[src/rtl/myproject_mul_arb_pkg.sv]
// Shared widths, operand/product types and ID width helper for the shared-DSP multiply arbiter.
// Consumed by myproject_mul_arb and its grant picker.
package myproject_mul_arb_pkg;

  localparam int A_W       = 16;
  localparam int B_W       = 8;
  localparam int P_W       = A_W + B_W;
  localparam int N_REQ_MAX = 8;

  typedef logic signed [A_W-1:0] operand_a_t;
  typedef logic signed [B_W-1:0] operand_b_t;
  typedef logic signed [P_W-1:0] product_t;

  function automatic int id_width(input int n);
    return (n > 1) ? $clog2(n) : 1;
  endfunction

endpackage

[src/rtl/myproject_mul_arb_pick.sv]
// Grant picker: one-hot grant among valid requesters, zero when en is low; combinational.
// Round-robin from ptr when MUL_ARB_RR_EN is defined, otherwise lowest index wins and ptr is ignored.
module myproject_mul_arb_pick #(
  parameter int N_REQ = 4,
  parameter int ID_W  = 2
) (
  input  logic [N_REQ-1:0] req_valid,
  input  logic [ID_W-1:0]  ptr,
  input  logic             en,
  output logic [N_REQ-1:0] grant
);

`ifdef MUL_ARB_RR_EN
  logic            found;
  logic [ID_W-1:0] idx;

  // Scan starts at the pointer and wraps modulo N_REQ.
  always_comb begin
    grant = '0;
    found = 1'b0;
    idx   = '0;
    for (int k = 0; k < N_REQ; k++) begin
      idx = ID_W'((int'(ptr) + k) % N_REQ);
      if (en && !found && req_valid[idx]) begin
        grant[idx] = 1'b1;
        found      = 1'b1;
      end
    end
  end
`else
  logic found;
  logic ptr_unused;

  assign ptr_unused = ^ptr;

  always_comb begin
    grant = '0;
    found = 1'b0;
    for (int k = 0; k < N_REQ; k++) begin
      if (en && !found && req_valid[k]) begin
        grant[k] = 1'b1;
        found    = 1'b1;
      end
    end
  end
`endif

endmodule

[src/rtl/myproject_mul_arb.sv]
// Arbitrates N_REQ requesters onto one 16s x 8s -> 24s multiply, result tagged with requester id (MUL_ARB_RR_EN selects round-robin).
// Latency 2 cycles from accept to res_valid; one result per cycle; at most 2 operations in flight.
// Backpressure: res_ready low freezes S2, then S1; req_ready drops to zero once both stages are full.
module myproject_mul_arb
  import myproject_mul_arb_pkg::*;
#(
  parameter int N_REQ = 4
) (
  input  logic                          ap_clk,
  input  logic                          ap_rst_n,
  input  logic [N_REQ-1:0]              req_valid,
  output logic [N_REQ-1:0]              req_ready,
  input  logic [N_REQ*A_W-1:0]          req_a,
  input  logic [N_REQ*B_W-1:0]          req_b,
  output logic                          res_valid,
  input  logic                          res_ready,
  output logic [id_width(N_REQ)-1:0]    res_id,
  output logic [P_W-1:0]                res_p
);

  localparam int ID_W = id_width(N_REQ);

  logic            s1_vld, s2_vld;
  operand_a_t      s1_a;
  operand_b_t      s1_b;
  logic [ID_W-1:0] s1_id, s2_id;
  product_t        s2_p;
  product_t        mul_p;

  logic            adv1, adv2;
  logic            grant_en;
  logic [N_REQ-1:0] grant;
  logic [ID_W-1:0] gidx;
  operand_a_t      sel_a;
  operand_b_t      sel_b;
  logic [ID_W-1:0] ptr;

  assign adv2 = !s2_vld || res_ready;
  assign adv1 = !s1_vld || adv2;

  // Reset gates the grant so no requester sees a handshake while the pipe is being cleared.
  assign grant_en = adv1 && ap_rst_n;

  myproject_mul_arb_pick #(
    .N_REQ (N_REQ),
    .ID_W  (ID_W)
  ) u_pick (
    .req_valid (req_valid),
    .ptr       (ptr),
    .en        (grant_en),
    .grant     (grant)
  );

  assign req_ready = grant;

  always_comb begin
    gidx  = '0;
    sel_a = '0;
    sel_b = '0;
    for (int i = 0; i < N_REQ; i++) begin
      if (grant[i]) begin
        gidx  = ID_W'(i);
        sel_a = req_a[i*A_W +: A_W];
        sel_b = req_b[i*B_W +: B_W];
      end
    end
  end

`ifdef MUL_ARB_RR_EN
  always_ff @(posedge ap_clk or negedge ap_rst_n) begin
    if (!ap_rst_n) begin
      ptr <= '0;
    end else if (|grant) begin
      ptr <= (gidx == ID_W'(N_REQ - 1)) ? '0 : gidx + 1'b1;
    end
  end
`else
  assign ptr = '0;
`endif

  // Both operands widened to the product width so the multiply is exact and maps to one DSP.
  assign mul_p = product_t'(s1_a) * product_t'(s1_b);

  always_ff @(posedge ap_clk or negedge ap_rst_n) begin
    if (!ap_rst_n) begin
      s1_vld <= 1'b0;
      s1_a   <= '0;
      s1_b   <= '0;
      s1_id  <= '0;
      s2_vld <= 1'b0;
      s2_p   <= '0;
      s2_id  <= '0;
    end else begin
      if (adv1) begin
        s1_vld <= |grant;
        if (|grant) begin
          s1_a  <= sel_a;
          s1_b  <= sel_b;
          s1_id <= gidx;
        end
      end
      if (adv2) begin
        s2_vld <= s1_vld;
        if (s1_vld) begin
          s2_p  <= mul_p;
          s2_id <= s1_id;
        end
      end
    end
  end

  assign res_valid = s2_vld;
  assign res_id    = s2_id;
  assign res_p     = s2_p;

endmodule

[config.mk]
export PLATFORM = sky130hd
export DESIGN_NAME = myproject_mul_arb
export DESIGN_NICKNAME = d
export VERILOG_FILES = /design/src/rtl/myproject_mul_arb_pkg.sv /design/src/rtl/myproject_mul_arb_pick.sv /design/src/rtl/myproject_mul_arb.sv
export SDC_FILE = /design/constraint.sdc
export NUM_CORES = 1
export LEC_CHECK = 0
export CORE_MARGIN = 2
export CORE_UTILIZATION = 49
export CTS_CLUSTER_DIAMETER = 120
export CTS_CLUSTER_SIZE = 28
export DETAILED_ROUTE_END_ITERATION = 8
export PLACE_DENSITY = 0.82
export SLEW_MARGIN = 10
export SYNTH_ARGS = -nofsm -noshare
export SYNTH_HDL_FRONTEND = slang
export SYNTH_HIERARCHICAL = 1
export SYNTH_SLANG_ARGS = --single-unit
[constraint.sdc]
create_clock -name ap_clk -period 4.6 [get_ports ap_clk]
set_clock_uncertainty 0.05 [all_clocks]
set_input_delay 1.38 -clock ap_clk [delete_from_list [all_inputs] [get_ports ap_clk]]
set_output_delay 1.38 -clock ap_clk [all_outputs]
set_load 0.1 [all_outputs]
Word-level counts from Yosys, hierarchy flattened
Index checks and enable logic that the tools add are counted.

Mux-type cells: 17. Reduce and logical (&&, ||, !) cells: 18. $mul: 1.

Operators with widths (number): two-way mux 16 bit (4); two-way mux 8 bit (4); multiplier 16 x 8 -> 24 bit (1); logical AND 1 bit (8); two-way mux 1 bit (7); zero test 1 bit (5); two-way mux 2 bit (2); AND reduction 2 bit (2); OR reduction 4 bit (1); logical OR 1 bit (2).

Bits in registers: 54. Input port bits: 103. Logic and storage cells: 43.

Logic depth before layout (Yosys ltp)
Gate-level depths: netlist of run 1.

Depth after elaboration: 20. Gate-level depth with buffers: 17. Gate-level depth less buffers: 16.

Modules after synthesis
Netlist of run 1, hierarchy kept.

Modules (own cells, without submodules): myproject_mul_arb (area each 7083.0 um^2, instances 1, cells an instance 802); myproject_mul_arb_pick (area each 60.1 um^2, instances 1, cells an instance 6).

Least setup slack after synthesis of run 1
Ideal clock, no wire load.

Path kind: input -> register. Start: input res_ready. End: register s1_a[0]. Slack: -0.924 ns. Stages on the path: 12. Buffers on the path: 3. Data arrival time: 5.337 ns. Cell sequence: nand3b_1 and2_1 nand2b_4 nor3b_1 clkbuf_1 nor2b_1 clkbuf_1 clkbuf_1 a22oi_1 nor2_1 a221oi_1 a21oi_1.

Elaborated cells on any way between the ends: 25.

RTL lines: from (decl) (RTL line myproject_mul_arb.sv:16) `input logic res_ready,`; logical OR 1 bit (*) (RTL line myproject_mul_arb.sv:38) `assign adv2 = !s2_vld || res_ready;`; logical OR 1 bit (*) (RTL line myproject_mul_arb.sv:39) `assign adv1 = !s1_vld || adv2;`; logical AND 1 bit (*) (RTL line myproject_mul_arb.sv:42) `assign grant_en = adv1 && ap_rst_n;`; net grant_en (RTL line myproject_mul_arb.sv:31) `logic grant_en;`; logical AND 1 bit (RTL line myproject_mul_arb_pick.sv:40) `if (en && !found && req_valid[k]) begin`; two-way mux 1 bit (RTL line myproject_mul_arb_pick.sv:40); zero test 1 bit (RTL line myproject_mul_arb_pick.sv:40); logical AND 1 bit (2 in a row) (RTL line myproject_mul_arb_pick.sv:40); two-way mux 1 bit (RTL line myproject_mul_arb_pick.sv:40); zero test 1 bit (RTL line myproject_mul_arb_pick.sv:40); logical AND 1 bit (*) (2 in a row) (RTL line myproject_mul_arb_pick.sv:40); two-way mux 1 bit (*) (RTL line myproject_mul_arb_pick.sv:40); net req_ready[2] (RTL line myproject_mul_arb.sv:12) `output logic [N_REQ-1:0] req_ready,`; OR reduction 4 bit or two-way mux 16 bit (tied branches) (RTL line myproject_mul_arb.sv:96, myproject_mul_arb.sv:61); AND reduction 2 bit (no line) or two-way mux 16 bit (tied branches); to (signal assigned) (RTL line myproject_mul_arb.sv:97) `s1_a <= sel_a;`; to (decl) (RTL line myproject_mul_arb.sv:24) `operand_a_t s1_a;`.

The timed path passes the listed nets; every way through them passes the cells marked *. A chain may end at the register's enable or synchronous reset.

Final worst setup path of run 1
Start: register s1_a[6]. End: register s2_p[20] (netlist: res_p[20]).

Longest elaborated chain between the ends: 1.

RTL lines: multiplier 16 x 8 -> 24 bit (RTL line myproject_mul_arb.sv:82) `assign mul_p = product_t'(s1_a) * product_t'(s1_b);`; to (signal assigned) (RTL line myproject_mul_arb.sv:105) `s2_p <= mul_p;`; to (decl) (RTL line myproject_mul_arb.sv:27) `product_t s2_p;`.

Every way passes these cells.

==> impl_metrics.csv, run 1 <==
group,metric,value,unit
worst_setup_path,cp.arrival,4.83,ns
floorplanning,dieArea,15600,um2
global_routing,grt_pass1_vias,6487,
final_layout,drive_gt1_frac,0.184,
hold_path,hold_path_depth,2,
synth,postSynthCellCount,807,
synth,synth.cell_area,7140,um2
final_layout,final_common_cell,"inv_1",
global_routing,grt_max_degree,55,
synth,yosys_warnings,6,
sta,hold_viol,0,
worst_setup_path,cp-start-kind,"flip-flop",
sta,worstMarginPinSlew,0.989,ns
drt,via_count,6531,
sta,layout_setup_ws,-0.0399,ns
clock_network,clock-root-buffer,"clkbuf_16",
worst_setup_path,ff2ff_path_depth,16,
worst_setup_path,r2r_slack,-0.04,ns
sta,holdWs,0.426,ns
drt,wl_per_cell,17.5,um
floorplanning,die_y,125,um
outcome,status,"finished, violations left",
drt,route.detailed.drc,1,
drt,routed_wl,20800,um
global_routing,grt_pass1_wl,31000,um
place,preCtsSetupSlack,-0.0846,ns
sta,max_slew_margin,0.339,
clock_network,numCtsBuffers,5,
global_routing,grt_overflow,0,
global_routing,antenna_found_initial,0,
drt,final_antenna_net_count,0,
worst_setup_path,worst_path_most_repeated_cell,"fa_1",
sta,fin_crit,4.64,ns
sta,fin_crit_sh,1.01,
hold_path,hp-start,"s1_id[1]",
worst_setup_path,worstPathCellList,"buf_4 -> and2_1 -> ha_1 -> fa_1 -> inv_1 -> fa_1 -> fa_1 -> inv_2 -> ha_4 -> nor2b_4 -> o31a_4 -> o41ai_4 -> buf_4 -> a21oi_2 -> or4_1 -> nand3_1",
drt,drtIter0Drc,393,
worst_setup_path,critPathRequiredTime,4.79,ns
sta,fmax,216,MHz
worst_setup_path,timing.rr.start,"s1_a[6]",
sta,slew_violations,0,
drt,drt-pass1-iter-count,9,
place,placed_cell_area,9030,um2
flow_run,cap_violations,0,
worst_setup_path,crit_type,"flip-flop to flip-flop",
final_layout,final_area,9820,um2
place,place_hpwl,15500,um
final_layout,antenna_cells,0,
final_layout,final_nets,1253,
worst_setup_path,worstSetupStartpoint,"s1_a[6]",
clock_network,clkLatencyLatePin,0.30,ns
worst_setup_path,end_kind,"flip-flop",
final_layout,final_cell_mix,"129 x inv_1, 128 x clkdlybuf4s50_1, 95 x fa_1, 90 x and2_1, 78 x buf_4",
synth,syn_avg_cell_area,8.85,um2
place,place.gp.congestion,0.904,
clock_network,clkTransAtPathRegs,0.08,ns
global_routing,grt_usage,0.245,
floorplanning,fp-row-count,44,
floorplanning,initial_core_util,0.497,
clock_network,cts_htree_levels,2,
worst_setup_path,path_max_fanout,7,
worst_setup_path,critPathMaxStageDelay,0.53,ns
floorplanning,coreArea,14400,um2
clock_network,cts_tree,"yes",
clock_network,ctsHoldBuffers,0,
hold_path,worstHoldPathType,"flip-flop to flip-flop",
floorplanning,die_w,125,um
sta,rsz0062_at_grt,"yes",
clock_network,cts_sinks,54,
clock_network,cts_buffer_depth,2,
final_layout,syn2layout_area_growth,37.6,%
place,numPortBuffers,133,
worst_setup_path,crit_slowest_cell,"fa_1",
final_layout,final_util,0.684,
sta,finalSetupViolCount,2,
floorplanning,io_pins,134,
outcome,failed_checks,"DRC, setup timing",
drt,viasPerCell,5.50,
synth,synth_nets,1058,
## registers in the layout, indices dropped and copies added (netlist names)
signal     cells
s1_b           8
res_p         24
s1_id          2
s1_vld         1
res_valid      1
res_id         2
s1_a          16
## cell type report
cell class	instances	area [um2]
Tap cell	184	230
Clock buffer	5	125
Timing Repair Buffer	223	2110
Clock inverter	3	48.8
Fill cell	1035	4550
Multi-Input combinational cell	582	5430
Inverter	136	510
Sequential cell	54	1370
## through the flow
step / instances / TNS (ns)
detailed placement: 1139 / -0.282
finish: 1187 / -0.0564
floorplan: 807 / 0
global placement: 1139 / 0
global route: 1187 / -0.806
CTS: 1147 / 0
## routing by layer
metal  vias up  part of all wire  GRT usage
met2       330              0.52      0.447
met5         -                 0          0
met1      3160              0.38      0.304
met4         0             0.027     0.0509
met3        60             0.075     0.0455
li1       2981                 -          -
## path summary, 6_finish.rpt
path,endpoint
worst min register to register,res_id[1]
worst min-delay path,res_id[1]
worst max-delay path,res_p[20]
max in group asynchronous,s1_b[6]
min in group asynchronous,res_p[11]
worst max register to register,res_p[20]
## critical path, delay by kind of cell, from the launching register on
| kind | cells | cell delay (ns) |
|---|---|---|
| adders and majority gates | 5 | 2.05 |
| and+or+nand+nor | 4 | 0.78 |
| AOI/OAI and AO/OA | 3 | 0.75 |
| DFF | 1 | 0.48 |
| buffers and inverters | 4 | 0.45 |
## timing repair
action / 4_1_cts / 5_1_grt
pin swaps: 0 / 42
gates resized for setup: 8 / 78
setup endpoints to repair: 5 / 11
buffers inserted: 0 / 40
Power of run 1 is left out: the tool's default activity adds up to more than one toggle a clock period on the data nets, which glitch-free logic cannot reach.
==> inputs of run 2 (changes only) <==
--- a/config.mk
+++ b/config.mk
@@ -6,11 +6,11 @@
 export NUM_CORES = 1
 export LEC_CHECK = 0
 export CORE_MARGIN = 2
-export CORE_UTILIZATION = 49
+export CORE_UTILIZATION = 59
 export CTS_CLUSTER_DIAMETER = 120
 export CTS_CLUSTER_SIZE = 28
 export DETAILED_ROUTE_END_ITERATION = 8
-export PLACE_DENSITY = 0.82
+export PLACE_DENSITY = 0.92
 export SLEW_MARGIN = 10
 export SYNTH_ARGS = -nofsm -noshare
 export SYNTH_HDL_FRONTEND = slang
==> constraint.sdc (replaced) <==
create_clock -name ap_clk -period 5.4 [get_ports ap_clk]
set_clock_uncertainty 0.05 [all_clocks]
set_input_delay 1.62 -clock ap_clk [delete_from_list [all_inputs] [get_ports ap_clk]]
set_output_delay 1.62 -clock ap_clk [all_outputs]
set_load 0.1 [all_outputs]
==> impl_metrics.csv, run 2 (same netlist as run 1, synthesis figures left out) <==
group,metric,value,unit
floorplanning,initial_core_util,0.599,
flow_run,cap_violations,0,
clock_network,clkTransAtPathRegs,0.08,ns
worst_setup_path,worstPathCellList,"nand2_1 -> fa_1 -> fa_1 -> inv_1 -> fa_1 -> inv_1 -> fa_1 -> inv_1 -> ha_1 -> o21a_1 -> o31a_4 -> o41ai_4 -> a21oi_1 -> o31a_1 -> o31ai_1",
drt,route.detailed.drc,0,
clock_network,cts_sinks,54,
final_layout,largest_reg_flops,24,
drt,final_antenna_net_count,0,
worst_setup_path,cp-start-kind,"flip-flop",
drt,drt-pass1-iter-count,6,
worst_setup_path,critical-path-top-delay-family,"adder cells",
clock_network,cts_resized,0,
drt,routed_wl,18900,um
sta,fin_setup_tns,0,ns
worst_setup_path,cp.arrival,5.28,ns
sta,worstMarginPinSlew,0.989,ns
sta,hold_viol,0,
worst_setup_path,worst_path_most_repeated_cell,"fa_1",
drt,viasPerCell,5.81,
floorplanning,die_y,114,um
sta,finalSetupViolCount,0,
worst_setup_path,path_buf_inv,3,
final_layout,final_cell_mix,"136 x inv_1, 128 x clkdlybuf4s50_1, 103 x fa_1, 92 x and2_1, 75 x nand2_1",
floorplanning,die_w,114,um
sta,fin_crit,5.16,ns
final_layout,drive_gt1_frac,0.0326,
worst_setup_path,critPathMaxStageDelay,0.76,ns
drt,wl_per_cell,17.7,um
worst_setup_path,critPathRequiredTime,5.53,ns
sta,fmax,194,MHz
worst_setup_path,crit_type,"flip-flop to flip-flop",
floorplanning,fp-row-count,40,
clock_network,ctsHoldBuffers,0,
final_layout,final_cells,1068,
global_routing,grt_pass1_wl,30900,um
place,placed_cells,1060,
floorplanning,dieArea,13000,um2
floorplanning,io_pins,134,
sta,rsz0062_at_grt,"no",
global_routing,grt_overflow,0,
worst_setup_path,path_max_fanout,17,
final_layout,antenna_cells,0,
outcome,status,"complete, no violations",
drt,via_count,6210,
place,numPortBuffers,133,
drt,drtIter0Drc,495,
final_layout,final_nets,1171,
clock_network,postCtsSetupBuffers,0,
place,place_hpwl,14900,um
final_layout,final_common_cell,"inv_1",
worst_setup_path,end_kind,"flip-flop",
clock_network,cts_htree_levels,2,
floorplanning,coreArea,11900,um2
clock_network,clkLatencyLatePin,0.30,ns
sta,fin_crit_sh,0.955,
final_layout,syn2layout_area_growth,23.2,%
global_routing,antenna_found_initial,0,
sta,max_slew_margin,0.338,
global_routing,grt_pass1_vias,6635,
clock_network,numCtsBuffers,5,
sta,slew_violations,0,
global_routing,grt_max_degree,55,
global_routing,grt_usage,0.302,
worst_setup_path,crit_slowest_cell,"dfrtp_1",
clock_network,clock-root-buffer,"clkbuf_16",
clock_network,cts_buffer_depth,2,
place,place.gp.congestion,0.913,
clock_network,cts_tree,"yes",
hold_path,worstHoldPathType,"flip-flop to flip-flop",
[run 2: area by class of cell]
type                            count  area [um2]
Clock buffer                        5         125
Clock inverter                      3        26.3
Fill cell                         800        3120
Inverter                          136         510
Multi-Input combinational cell    582        5170
Sequential cell                    54        1350
Tap cell                          147         184
Timing Repair Buffer              141        1430
[run 2: worst reg2reg max path, delay by kind of cell (launching register included)]
| family | cells | cell delay (ns) |
|---|---|---|
| fa+ha+maj | 5 | 2.35 |
| flops | 1 | 0.76 |
| simple gates | 1 | 0.16 |
| compound gates | 6 | 1.59 |
| buf+inv | 3 | 0.14 |
[run 2: worst paths after layout]
kind	startpoint	to	slack, ns	depth (start not counted)
min in group asynchronous	ap_rst_n	res_p[10]	1.47	2
worst min register to register	s1_id[1]	res_id[1]	0.43	2
max in group asynchronous	ap_rst_n	s1_a[3]	3.36	2
worst min-delay path	s1_id[1]	res_id[1]	0.43	2
worst max register to register	s1_b[0]	res_p[22]	0.24	15
worst max-delay path	s1_b[0]	res_p[22]	0.24	15
[run 2: routing by layer]
metal / GRT usage / part of all wire / vias up
met5: 0 / 0 / -
met4: 0.100 / 0.033 / 0
met3: 0.0531 / 0.074 / 77
met2: 0.553 / 0.53 / 306
met1: 0.359 / 0.37 / 3012
li1: - / - / 2815
[run 2: through the flow]
| stage | util | worst slack, ns | instance area, um2 | hold slack, ns |
|---|---|---|---|---|
| finish | 0.738 | 0.244 | 8790 | 0.427 |
| CTS | 0.738 | 0.326 | 8790 | 0.432 |
| global route | 0.738 | 0.102 | 8790 | 0.449 |
| floorplan | - | 0.344 | 7140 | 0.382 |
| detailed placement | 0.725 | 0.434 | 8640 | 0.412 |
| global placement | 0.725 | 0.583 | 8640 | 0.400 |
Power of run 2 is left out for the same reason.
